<file path="src/rtl/tl_pkg.sv">
// Shared TileLink-UL types and the response formatting helpers used by the
// channel D responder.
package tl_pkg;

  localparam int unsigned TL_SRC_W = 2;

  typedef enum logic [2:0] {
    A_PUT_FULL    = 3'd0,
    A_PUT_PARTIAL = 3'd1,
    A_GET         = 3'd4
  } a_opcode_e;

  typedef enum logic [2:0] {
    D_ACCESS_ACK      = 3'd0,
    D_ACCESS_ACK_DATA = 3'd1
  } d_opcode_e;

  typedef enum logic [1:0] {
    SIZE_BYTE    = 2'd0,
    SIZE_HALF    = 2'd1,
    SIZE_WORD    = 2'd2,
    SIZE_ILLEGAL = 2'd3
  } size_e;

  typedef struct packed {
    d_opcode_e             opcode;
    size_e                 size;
    logic [TL_SRC_W-1:0]   source;
    logic                  error;
    logic [31:0]           data;
  } d_beat_t;

  // Right-justify the addressed lanes and zero everything above the size.
  function automatic logic [31:0] extract_data(input logic [31:0] rdata,
                                               input logic [1:0]  size,
                                               input logic [1:0]  addr);
    logic [31:0] shifted;
    shifted = rdata >> {addr, 3'b000};
    case (size)
      SIZE_BYTE: extract_data = {24'h0, shifted[7:0]};
      SIZE_HALF: extract_data = {16'h0, shifted[15:0]};
      default:   extract_data = shifted;
    endcase
  endfunction

  function automatic logic access_error(input logic [2:0] a_opcode,
                                        input logic [1:0] size,
                                        input logic [1:0] addr);
    logic bad_op;
    logic bad_align;
    bad_op    = !(a_opcode == A_PUT_FULL || a_opcode == A_PUT_PARTIAL ||
                  a_opcode == A_GET);
    bad_align = (size == SIZE_ILLEGAL) ||
                (size == SIZE_HALF && addr[0]) ||
                (size == SIZE_WORD && addr != 2'd0);
    access_error = bad_op || bad_align;
  endfunction

endpackage

</file>
<file path="src/rtl/tl_d_fifo.sv">
// DEPTH-entry FIFO of formatted D beats; head is always visible on head_o.
module tl_d_fifo
  import tl_pkg::*;
#(
  parameter int unsigned DEPTH = 2
) (
  input  logic    clk_i,
  input  logic    rst_i,
  input  logic    push_i,
  input  d_beat_t data_i,
  input  logic    pop_i,
  output d_beat_t head_o,
  output logic    full_o,
  output logic    empty_o
);

  localparam int unsigned AW = $clog2(DEPTH);

  d_beat_t       mem [DEPTH];
  logic [AW-1:0] wr_ptr;
  logic [AW-1:0] rd_ptr;
  logic [AW:0]   count;
  logic          do_push;
  logic          do_pop;

  assign full_o  = (count == (AW+1)'(DEPTH));
  assign empty_o = (count == '0);
  assign do_push = push_i && !full_o;
  assign do_pop  = pop_i && !empty_o;
  assign head_o  = mem[rd_ptr];

  // Storage is cleared on reset so an empty FIFO presents an all-zero head.
  always_ff @(posedge clk_i or posedge rst_i) begin
    if (rst_i) begin
      for (int i = 0; i < DEPTH; i++) mem[i] <= '0;
      wr_ptr <= '0;
      rd_ptr <= '0;
      count  <= '0;
    end else begin
      if (do_push) begin
        mem[wr_ptr] <= data_i;
        wr_ptr      <= wr_ptr + 1'b1;
      end
      if (do_pop) rd_ptr <= rd_ptr + 1'b1;
      case ({do_push, do_pop})
        2'b10:   count <= count + 1'b1;
        2'b01:   count <= count - 1'b1;
        default: count <= count;
      endcase
    end
  end

endmodule

</file>
<file path="src/rtl/tl_d_responder.sv">
// TileLink-UL channel D transmitter: formats device results at push time,
// queues them, and drives them toward the host with valid/ready backpressure.
module tl_d_responder
  import tl_pkg::*;
#(
  parameter int unsigned DEPTH    = 2,
  parameter int unsigned SRC_W    = TL_SRC_W,
  parameter int unsigned ERRCNT_W = 8
) (
  input  logic                clk_i,
  input  logic                rst_i,
  input  logic                rsp_valid_i,
  output logic                rsp_ready_o,
  input  logic [2:0]          rsp_a_opcode_i,
  input  logic [1:0]          rsp_size_i,
  input  logic [1:0]          rsp_addr_i,
  input  logic [SRC_W-1:0]    rsp_source_i,
  input  logic [31:0]         rsp_rdata_i,
  output logic                d_valid_o,
  input  logic                d_ready_i,
  output logic [2:0]          d_opcode_o,
  output logic [1:0]          d_size_o,
  output logic [SRC_W-1:0]    d_source_o,
  output logic                d_error_o,
  output logic [31:0]         d_data_o,
  output logic [ERRCNT_W-1:0] err_count_o
);

  // Handshake: a transfer happens on a rising edge where valid and ready are
  // both 1; valid never waits on ready, and a beat held with ready low stays
  // stable until taken.

  d_beat_t             beat_in;
  d_beat_t             head;
  logic                full;
  logic                empty;
  logic                pop;
  logic                is_err;
  logic [ERRCNT_W-1:0] err_count;

  always_comb begin
    beat_in        = '0;
    is_err         = access_error(rsp_a_opcode_i, rsp_size_i, rsp_addr_i);
    beat_in.opcode = (rsp_a_opcode_i == A_GET) ? D_ACCESS_ACK_DATA : D_ACCESS_ACK;
    beat_in.size   = size_e'(rsp_size_i);
    beat_in.source = rsp_source_i;
    beat_in.error  = is_err;
    if (!is_err && rsp_a_opcode_i == A_GET)
      beat_in.data = extract_data(rsp_rdata_i, rsp_size_i, rsp_addr_i);
  end

  tl_d_fifo #(
    .DEPTH(DEPTH)
  ) u_fifo (
    .clk_i   (clk_i),
    .rst_i   (rst_i),
    .push_i  (rsp_valid_i),
    .data_i  (beat_in),
    .pop_i   (d_ready_i),
    .head_o  (head),
    .full_o  (full),
    .empty_o (empty)
  );

  assign rsp_ready_o = !full;
  assign d_valid_o   = !empty;
  assign pop         = d_valid_o && d_ready_i;

  assign d_opcode_o  = head.opcode;
  assign d_size_o    = head.size;
  assign d_source_o  = head.source;
  assign d_error_o   = head.error;
  assign d_data_o    = head.data;

  always_ff @(posedge clk_i or posedge rst_i) begin
    if (rst_i) begin
      err_count <= '0;
    end else if (pop && head.error && err_count != '1) begin
      err_count <= err_count + 1'b1;
    end
  end

  assign err_count_o = err_count;

endmodule

</file>
<file path="config.mk">
export PLATFORM = sky130hd
export DESIGN_NAME = tl_d_responder
export DESIGN_NICKNAME = d
export VERILOG_FILES = /design/src/rtl/tl_pkg.sv /design/src/rtl/tl_d_fifo.sv /design/src/rtl/tl_d_responder.sv
export SDC_FILE = /design/constraint.sdc
export NUM_CORES = 1
export LEC_CHECK = 0
export ABC_AREA = 1
export CELL_PAD_IN_SITES_DETAIL_PLACEMENT = 0
export CELL_PAD_IN_SITES_GLOBAL_PLACEMENT = 1
export CORE_ASPECT_RATIO = 1.5
export CORE_MARGIN = 3
export CORE_UTILIZATION = 40
export DETAILED_ROUTE_END_ITERATION = 8
export PLACE_DENSITY_LB_ADDON = 0.1
export RECOVER_POWER = 50
export SYNTH_ARGS = -nofsm -noshare
export SYNTH_HDL_FRONTEND = slang
export SYNTH_SLANG_ARGS = --single-unit
export TNS_END_PERCENT = 100
</file>
<file path="constraint.sdc">
create_clock -name clk_i -period 6.15 [get_ports clk_i]
set_clock_uncertainty 0.2 [all_clocks]
set_input_delay 0.9225 -clock clk_i [delete_from_list [all_inputs] [get_ports clk_i]]
set_output_delay 0.9225 -clock clk_i [all_outputs]
set_load 0.05 [all_outputs]
</file>
==> results of run 1 <==
==> placed cells by master, fill, tap and decap left out, types with 2 or more instances in the layout <==
master	instances
nand2_1	345
dfrtp_1	88
clkdlybuf4s50_1	82
nand3_1	66
inv_1	35
nor2_1	24
o21ai_0	23
o211ai_1	16
nor3_1	16
o21ai_1	12
dlygate4sd3_1	10
clkbuf_16	9
inv_2	5
xnor2_1	3
xor2_1	3
clkbuf_1	3
buf_4	3
a21oi_1	2
nor2_4	2
nand4_1	2
ha_1	2
conb_1	2
==> layout make-up <==
class	count	area (um^2)
clock buffer	12	246
clock inverter	4	51.3
fill	1207	5630
inverter	41	155
multi-input combinational	523	2280
sequential	88	2200
tap	150	188
timing repair buffer	97	952
==> path summary, 6_finish.rpt <==
path | from | to | cells past startpoint
max reg2reg | u_fifo.count[0] | u_fifo.mem[77] | 7
min reg2reg | u_fifo.mem[64] | u_fifo.mem[64] | 2
max | rsp_valid_i | u_fifo.mem[77] | 6
max in group asynchronous | rst_i | u_fifo.mem[70] | 3
min in group asynchronous | rst_i | u_fifo.mem[63] | 2
min | u_fifo.mem[64] | u_fifo.mem[64] | 2
==> per-layer routing <==
metal	global-route usage (%)	share of wire, %	vias to the layer above
li1	-	-	2308
met1	28.7	45	2153
met2	34.1	49	131
met3	3.87	4.7	13
met4	6.30	1.6	0
met5	0	0	-
==> kinds of logic (layout without fill, tap and decap cells) <==
logic type | count (synthesis) | count (layout) | synth area share, %
adders and majority gates | 2 | 2 | 0.512
xor gates and xnor gates | 6 | 6 | 1.08
and+or+nand+nor | 459 | 459 | 38.8
DFF | 88 | 88 | 45.1
buffers and inverters | 83 | 154 | 8.02
other | 1 | 2 | 0.0768
AOI/OAI and AO/OA | 54 | 54 | 6.41
==> power by group through the flow <==
| stage | Sequential [mW] | Clock [mW] | Combinational (mW) |
|---|---|---|---|
| after floorplan | 0.746 | 0 | 0.518 |
| after global placement | 0.709 | 0 | 0.788 |
| after detailed placement | 0.712 | 0 | 0.799 |
| after CTS | 0.702 | 0.573 | 0.802 |
| after global routing | 0.711 | 0.593 | 0.854 |
| final | 0.701 | 0.562 | 0.780 |
==> registers in the layout (all words and copies together) (netlist names) <==
name and flops:
u_fifo.count 2, u_fifo.mem 76, err_count_o 8, u_fifo.wr_ptr 1, u_fifo.rd_ptr 1
==> worst max-delay path, delay by kind of cell <==
kind                   cells  cell delay (ps)
buffers and inverters      3             2950
AO/OA/AOI/OAI              1              370
AND/OR/NAND/NOR            2              290
==> synthesized netlist by cell type <==
master / instances / area [um^2]
nand2_1: 344 / 1290
dfrtp_1: 88 / 2200
nand3_1: 66 / 330
inv_1: 36 / 135
nor2_1: 23 / 86.3
o21ai_0: 21 / 105
buf_2: 19 / 95.1
nor3_1: 16 / 80.1
o211ai_1: 16 / 120
o21ai_1: 14 / 70.1
clkbuf_1: 11 / 41.3
buf_6: 6 / 67.6
inv_2: 5 / 18.8
buf_1: 3 / 11.3
buf_4: 3 / 22.5
xnor2_1: 3 / 26.3
xor2_1: 3 / 26.3
a21oi_1: 2 / 10.0
ha_1: 2 / 25.0
nand2_4: 2 / 22.5
nand4_1: 2 / 12.5
nor2_4: 2 / 22.5
conb_1: 1 / 3.75
nand2_2: 1 / 6.26
nand3_4: 1 / 17.5
nor2_2: 1 / 6.26
nor2_8: 1 / 20.0
o21a_1: 1 / 7.51
==> through the flow <==
| stage | std cells | hold WS (ps) | area (um^2) |
|---|---|---|---|
| floorplan | 694 | 242 | 4890 |
| global placement | 899 | 255 | 5800 |
| detailed placement | 899 | 264 | 5800 |
| CTS | 915 | 279 | 6090 |
| global route | 915 | 302 | 6080 |
| finish | 915 | 278 | 6080 |
==> flow_summary_export.csv, run 1 <==
group,metric,value,unit
synth,synth_cell_type_count,28,
setup_path,cp-start-kind,"primary input",
setup_path,cpPeakStageDelay,1550,ps
power_and_ir_drop,netSwitchingPower,858,uW
global_route,antenna_found_initial,0,
die,start_util,41.7,%
routing,num_vias,4605,
timing,rsz0062_at_grt,"no",
die,fp.dieH,141,um
global_route,grt_first_pass_wirelength,22400,um
die,rows,48,
die,core_area,0.0117,mm^2
synth,yosysWarnings,0,
finish,nets,807,
timing,fmax,0.220,GHz
cts,h-tree-depth,3,
cts,post_cts_buffers,0,
die,io_pins,95,
setup_path,required,6190,ps
timing,final-hold-violation-count,0,
setup_path,rrSetupSlack,2180,ps
setup_path,path_max_fanout,43,
power_and_ir_drop,ir_drop,0.180,mV
timing,finalWorstSetupSlack,1610,ps
global_route,grt_max_degree,65,
setup_path,cp_slowest_cell,"clkbuf_1",
synth,synthesis.area,0.00488,mm^2
place,place_congestion,0.831,
timing,maxSlewViolCount,108,
routing,drt_iter0_drc,229,
synth,seq_area_frac_synth,45.1,%
finish,area_delta_synth_final,24.5,%
power_and_ir_drop,power_frac_seq,34.3,%
die,die_area,0.0136,mm^2
power_and_ir_drop,internal_power,1.19,mW
setup_path,critPathKind,"primary input to flip-flop",
cts,path_clk_slew,60,ps
finish,utilization,51.9,%
flow_run,cap_viol_max_count,2,
cts,holdBufCountCts,0,
cts,cts_buffers,9,
timing,worst_pin_slew,2160,ps
finish,drive_above_1_share,3.92,%
cts,worstSkewPairLatency,340,ps
cts,clockBufferDepth,2,
setup_path,crit_path_cell_trace,"dlygate4sd3_1, nand2_1, nor2_4, clkbuf_1, inv_2, o21ai_0",
setup_path,cp-end-kind,"flip-flop",
status,violations,"capacitance limit, slew limit",
routing,drc,0,
global_route,grt-ovfl-total,0,
die,fp.dieW,96.2,um
global_route,globalRouteTotalUtil,21.1,%
worst_hold_path,hold_path_class,"flip-flop to flip-flop",
cts,cts_resized,0,
synth,ys_ff_latch,88,
power_and_ir_drop,comb_power_share,38.2,%
routing,via_per_inst,5.03,
place,dp_slack,2420,ps
routing,ant_nets,0,
routing,wire_per_inst,14.9,um
synth,syn_avg_cell_area,7.05,um^2
routing,first_pass_iters,5,
power_and_ir_drop,p_sw_share,42.0,%
timing,finalCriticalPeriod,4540,ps
timing,setup_tns,0,ps
status,status,"finished with violations",
timing,setup_viol,0,
cts,cts_tree,"yes",
cts,clock-sinks,88,
place,hpwl,9180,um
power_and_ir_drop,leakagePower,3.24,nW
power_and_ir_drop,power,2.04,mW
timing,period_share,73.8,%
power_and_ir_drop,pwr-share-clk,27.5,%
synth,synthCells,693,
global_route,grt_pass1_vias,4488,
place,io_buffers,92,
finish,n_antenna_cell,0,
power_and_ir_drop,power_density,336,mW/mm^2
cts,cts-root-buf,"clkbuf_16",
routing,wl,13600,um
timing,relSlewSlack,-44.1,%
setup_path,worstPathArrival,4580,ps
Note: power is estimated with default switching activity, not from simulation.
==> inputs of run 2 (changes only) <==
- CORE_UTILIZATION: 40 -> 37
- clock period: 6.15 -> 4.25 ns (I/O delays scaled with it)
==> run 2 against run 1 <==
Effect of this change:
- the flow still finishes with violations (capacitance limit, slew limit)
- highest routed layer unchanged
- sequential cell count unchanged
- non-clock buffer count up 3
- critical endpoint is now u_fifo.mem[63]
- sequential share of layout area about the same
- core utilization is 4.0 points lower
==> flow_summary_export.csv, run 2 (synthesis results as in run 1) <==
group,metric,value,unit
setup_path,cp-end-kind,"async pin",
timing,maxSlewViolCount,86,
setup_path,crit_family,"buffers and inverters",
place,hpwl,9700,um
routing,wl,14200,um
timing,worst_pin_slew,2070,ps
cts,path_clk_slew,60,ps
setup_path,worstPathArrival,3340,ps
setup_path,rrSetupSlack,1310,ps
flow_run,cap_viol_max_count,2,
setup_path,path_max_fanout,42,
cts,cts_resized,0,
finish,layout_commonest_cell,"nand2_1",
timing,setup_viol,0,
finish,utilization,47.9,%
global_route,antenna_found_initial,0,
setup_path,crit_path_cell_trace,"dlygate4sd3_1, clkinvlp_2, clkbuf_1",
finish,drive_above_1_share,4.04,%
timing,finalCriticalPeriod,3300,ps
routing,ant_nets,0,
finish,seq_area,0.00220,mm^2
global_route,grt_first_pass_wirelength,23900,um
power_and_ir_drop,ir_drop,0.232,mV
setup_path,r2r_cells,7,
die,die_area,0.0146,mm^2
routing,first_pass_iters,5,
finish,n_antenna_cell,0,
finish,fin_area,0.00608,mm^2
cts,cts_buffers,9,
finish,nets,810,
setup_path,cpPeakStageDelay,1120,ps
routing,met2WireLength,7180,um
die,start_util,38.5,%
global_route,grt_max_degree,65,
finish,multi_input_area,0.00228,mm^2
setup_path,worst-path-stages,3,
setup_path,crit_path_start,"rst_i",
setup_path,regToRegStartpoint,"u_fifo.count[0]",
cts,cts-root-buf,"clkbuf_16",
routing,via_per_inst,4.99,
worst_hold_path,hold_path_end,"u_fifo.mem[33]",
finish,area_delta_synth_final,24.6,%
routing,wirelength_met1,6250,um
place,dpl_cell_area,0.00583,mm^2
finish,regMostFlops,"u_fifo.mem",
global_route,globalRouteTotalUtil,20.5,%
place,io_buffers,92,
cts,h-tree-depth,3,
worst_hold_path,whs_path_depth,2,
timing,finalWorstSetupSlack,953,ps
status,status,"finished with violations",
setup_path,cp-start-kind,"primary input",
power_and_ir_drop,leakagePower,3.24,nW
worst_hold_path,hold_path_class,"flip-flop to flip-flop",
global_route,grt_pass1_vias,4548,
place,dp_slack,1250,ps
place,dp.cells,908,
timing,final-hold-violation-count,0,
status,violations,"capacitance limit, slew limit",
setup_path,critPathKind,"primary input to async pin",
routing,wl_met3,659,um
timing,fmax,0.303,GHz
routing,drc,0,
timing,hold_ws,279,ps
cts,holdBufCountCts,0,
place,place_congestion,0.867,
die,fp.dieH,147,um
power_and_ir_drop,power_density,481,mW/mm^2
timing,setup_tns,0,ps
routing,drt_iter0_drc,293,
finish,final_cell_mix,"345 x nand2_1, 88 x dfrtp_1, 83 x clkdlybuf4s50_1",
setup_path,reg2reg_to,"u_fifo.mem[59]",
cts,worstSkewPairLatency,340,ps
cts,post_cts_buffers,0,
cts,cts_tree,"yes",
cts,clock-sinks,88,
timing,rsz0062_at_grt,"no",
setup_path,cp_slowest_cell,"clkinvlp_2",
die,core_area,0.0127,mm^2
routing,wire_per_inst,15.4,um
timing,relSlewSlack,-38.0,%
die,rows,50,
cts,clockBufferDepth,2,
routing,top_layer,"met4",
finish,fin_cells,923,
power_and_ir_drop,power,2.92,mW
die,fp.dieW,99.8,um
routing,num_vias,4606,
setup_path,required,4290,ps
global_route,grt-ovfl-total,0,
finish,largest_register_ffs,76,
timing,period_share,77.6,%
finish,fill_cells,1306,
die,io_pins,95,
setup_path,crit_buf_inv,3,
worst_hold_path,hp-start,"u_fifo.mem[33]",
-- run 2: final cells by class --
type / count / share of cell area, %
clock inverters: 3 / 0.288
inverters: 41 / 2.55
multi-input cells: 523 / 37.5
repair buffers: 100 / 16.0
clock buffers: 12 / 4.22
flip-flops and latches: 88 / 36.2
well taps: 156 / 3.21
-- run 2: worst min-delay path, delay by kind of cell (launching register included) --
family | cells | cell delay [ps]
flip-flops | 1 | 350
AND/OR/NAND/NOR | 2 | 110
-- run 2: how the worst max path moves through the flow --
stage | endpoint | slack (ps)
after CTS | d_data_o[0] | 920
after floorplan | err_count_o[0] | 1130
final | u_fifo.mem[63] | 950
after global routing | u_fifo.mem[66] | 400
after global placement | u_fifo.mem[60] | 1270
after detailed placement | u_fifo.mem[28] | 1250
-- run 2: per-layer routing --
layer / global-route usage, % / vias up
li1: - / 2309
met1: 27.2 / 2170
met2: 35.0 / 117
met3: 3.28 / 10
met4: 4.65 / 0
met5: 0 / -
-- run 2: power breakdown --
| group | internal (mW) | total, mW | switching [mW] |
|---|---|---|---|
| clock | 0.423 | 0.749 | 0.326 |
| combinational | 0.309 | 1.16 | 0.849 |
| sequential | 0.944 | 1.02 | 0.0735 |
==> patch 1: new RTL, settings of run 1 <==
Change the package constant `TL_SRC_W` from 2 to 4.
--- a/src/rtl/tl_pkg.sv
+++ b/src/rtl/tl_pkg.sv
@@ -2,7 +2,7 @@
 // channel D responder.
 package tl_pkg;
 
-  localparam int unsigned TL_SRC_W = 2;
+  localparam int unsigned TL_SRC_W = 4;
 
   typedef enum logic [2:0] {
     A_PUT_FULL    = 3'd0,
Interface: changed (resized d_source_o and rsp_source_i); port bits go from 95 to 99. The function was not compared with the original's and may differ.
==> patch 1 against run 1 <==
  * The flow still finishes with violations (max-capacitance violations, max-slew violations)
  * First-iteration DRC count up 32%
  * Synthesized area grew 4.9%
  * Combinational power increased by 10%
  * Synthesized cell count up 4.0%
  * Power rose by 9.7%
  * Cell count increased by 3.9%
  * Count of clock-buffer cells in the layout fell by 1
  * Sequential cell count grew 4
  * Global-route usage decreased by 0.91 points
  * Worst setup slack worse by 0.11 ns
  * Wire length up 2.2%
  * Die area increased by 4.6%
  * Final area rose by 4.4%
  * Critical endpoint is now u_fifo.mem[81]$_DFFE_PP0P_
  * Largest power group unchanged
==> patch 1: results (changes against run 1) <==
wl_met3_um: 644  # +1.1%
finalMaxSlewViolations: 85  # -21%
comb_power_share: 0.383  # about the same
grt_util_met1: 0.262  # -0.0247
final_nets: 839  # +4.0%
nNonClkBuffers: 101  # +4.1%
wl_met2_mm: 7.07  # +5.7%
yosys-top-cells-count: "nand2_1 (363), dfrtp_1 (92), nand3_1 (70)"
place_congestion: 0.826  # -0.57%
dp.cells: 935  # +4.0%
multiInputGateArea_um2: 2360  # +3.4%
buf_share: 0.156  # -0.000362
clkPwrFrac: 0.285  # +0.010
grt_pass1_vias: 4565  # +1.7%
finalWirelength_mm: 13.9  # +2.2%
largest_reg_flops: 80  # +5.3%
r2r-end: "u_fifo.mem[81]$_DFFE_PP0P_"
final_area_um2: 6350  # +4.4%
rrSetupSlack_ns: 2.08  # -0.10 ns
critical_path.max_stage_delay_ns: 1.67  # +0.12 ns
vdd_drop_max_v: 0.000169  # -5.8%
ys_types: 29  # +3.6%
place_area_um2: 6030  # +4.0%
grt_pass1_wl_mm: 23.0  # +2.8%
n_fill_cell: 1277  # +5.8%
nClkBuffers: 11  # -1
final_layout_size_suffix_gt1_frac: 0.0403  # +0.00104
syn2layout_area_growth_pct: 23.9
vias_per_cell: 5.01  # -0.36%
p_total_uw: 2240  # +9.7%
synth-adder-area-share: 0.00489  # -0.000239
io_buffers: 96  # +4.3%
cap_violations: 2  # unchanged
grt_use_met3: 0.0290  # -0.00977
yosys-top-cells-area: "dfrtp_1 (45%), nand2_1 (27%), nand3_1 (6.8%), o21ai_0 (3.3%), inv_1 (2.6%)"
failed_checks: "max-capacitance violations, max-slew violations"
post-place-ws_ns: 2.66  # +0.243 ns
synth.avg_cell_area_um2: 7.10  # +0.82%
stdcell_count: 951  # +3.9%
yosys_register_bits: 92  # +4.5%
yosysSeqAreaShare: 0.449  # -0.00150
cp_max_fo: 47  # +9.3%
status: "finished, violations left"
wl_met1_mm: 6.07  # -0.33%
nMultiInputCombCells: 545  # +4.2%
min_from: "u_fifo.mem[33]$_DFFE_PP0P_"
switchingPower_uw: 920  # +7.2%
patch 1: cell types whose count changed after synthesis, moves of 3 or more:
cell	change
buf_6	+6
nand2_1	+19
dfrtp_1	+4
buf_1	-3
buf_2	-7
o21ai_1	-13
o21ai_0	+13
o211ai_1	-4
buf_4	+3
clkbuf_1	+3
nand3_1	+4
patch 1: worst min-delay path by stage:
stage / to / slack [ns] / depth (start not counted)
2_1_floorplan: u_fifo.mem[33]$_DFFE_PP0P_ / 0.24 / 2
3_3_place_gp: u_fifo.mem[34]$_DFFE_PP0P_ / 0.26 / 2
3_5_place_dp: u_fifo.mem[33]$_DFFE_PP0P_ / 0.26 / 2
4_1_cts: u_fifo.mem[33]$_DFFE_PP0P_ / 0.28 / 2
5_1_grt: u_fifo.mem[4]$_DFFE_PP0P_ / 0.30 / 2
6_report: u_fifo.mem[33]$_DFFE_PP0P_ / 0.28 / 2
==> patch 2: new RTL, config.mk and constraints of run 1 <==
Made on the original files. Reset style: synchronous (`rst_i`), changed in 2 clocked blocks.
--- a/src/rtl/tl_d_fifo.sv
+++ b/src/rtl/tl_d_fifo.sv
@@ -30,7 +30,7 @@
   assign head_o  = mem[rd_ptr];
 
   // Storage is cleared on reset so an empty FIFO presents an all-zero head.
-  always_ff @(posedge clk_i or posedge rst_i) begin
+  always_ff @(posedge clk_i) begin
     if (rst_i) begin
       for (int i = 0; i < DEPTH; i++) mem[i] <= '0;
       wr_ptr <= '0;
--- a/src/rtl/tl_d_responder.sv
+++ b/src/rtl/tl_d_responder.sv
@@ -72,7 +72,7 @@
   assign d_error_o   = head.error;
   assign d_data_o    = head.data;
 
-  always_ff @(posedge clk_i or posedge rst_i) begin
+  always_ff @(posedge clk_i) begin
     if (rst_i) begin
       err_count <= '0;
     end else if (pop && head.error && err_count != '1) begin
Function: differs if rst_i is asserted again (counterexample within 4 cycles, from zero or initial values and one cycle with rst_i high); with rst_i held inactive, the same outputs for 4 cycles.
==> patch 2 against run 1 <==
  * The flow still finishes with violations (max-capacitance violations, max-slew violations)
  * Largest power group is now sequential cells
  * Sequential cell count is 1 higher
  * Count of clock-buffer cells in the layout fell by 1
  * Critical endpoint is now d_error_o
  * Synthesized area decreased by 4.5%
  * Worst setup slack gained 0.051 ns
  * Final area decreased by 3.3%
  * Non-clock buffer count grew 1
  * Critical path depth did not move
  * Wire length shrank 14%
  * Sequential share of layout area grew 7.0 points
  * Hold slack lost 0.026 ns
  * Fmax rose by 1.1%
  * Register-to-register slack improved by 0.72 ns
  * Power shrank 9.7%
==> patch 2: results (changes against run 1) <==
wl_met2_mm: 6.14  # -8.2%
stdcell_count: 808  # -12%
final_nets: 703  # -13%
cp_max_fo: 40  # -7.0%
grt_pass1_vias: 3901  # -13%
yosys-top-cells-area: "edfxtp_1 (49%), nand2_1 (18%), nor2_1 (7.8%), dfxtp_1 (5.6%), nand3_1 (3.4%)"
place_area_um2: 5620  # -3.0%
dp.cells: 792  # -12%
cap_violations: 3  # +1
synth-xor-area-share: 0.00188  # -0.00888
grt_max_degree: 41  # -37%
synth_compound_area_frac: 0.0585  # -0.00555
synth_edf_count: 76  # +76
grt_use_met3: 0.0326  # -0.00612
crit_end: "d_error_o"
failed_checks: "max-capacitance violations, max-slew violations"
finalMaxSlewViolations: 115  # +6.5%
synthCells: 579  # -16%
p_leak_uw: 0.00235  # -27%
r2r_cells: 6  # -1
status: "finished, violations left"
seqPwrFrac: 0.397  # +0.054
wl_met3_um: 563  # -12%
post-place-ws_ns: 2.35  # -0.0697 ns
yosys-top-cells-count: "nand2_1 (218), nor2_1 (97), edfxtp_1 (76)"
grt_util_met1: 0.233  # -0.0540
drt_iter0_drc: 216  # -5.7%
worstReg2RegStart: "u_fifo.count[0]$_SDFFE_PP0P_"
worst_slew_pin_slew_ns: 2.31  # +0.149 ns
yosysSeqAreaShare: 0.545  # +0.0944
crit_arrival_ns: 3.36  # -1.22 ns
==> patch 2: cell types whose count changed after synthesis, moves of 12 or more <==
cell,before,now
a21oi_1,2,26
dfrtp_1,88,0
dfxtp_1,0,13
edfxtp_1,0,76
nand2_1,344,218
nand3_1,66,32
nor2_1,23,97
o211ai_1,16,0
o21ai_1,14,2
==> patch 2: how the worst min path moves through the flow <==
stage,end
3_3_place_gp,flip-flop
5_1_grt,u_fifo.rd_ptr$_SDFFE_PP0P_
6_report,flip-flop
3_5_place_dp,flip-flop
2_1_floorplan,flip-flop
4_1_cts,flip-flop
==> patch 2: cell type report <==
type | count | area [µm²] | area share
Tap cell | 147 | 184 | 0.0313
Timing Repair Buffer | 98 | 951 | 0.162
Sequential cell | 89 | 2540 | 0.433
Clock buffer | 11 | 233 | 0.0396
Inverter | 30 | 114 | 0.0194
Multi-Input combinational cell | 428 | 1800 | 0.306
Clock inverter | 5 | 56.3 | 0.00958
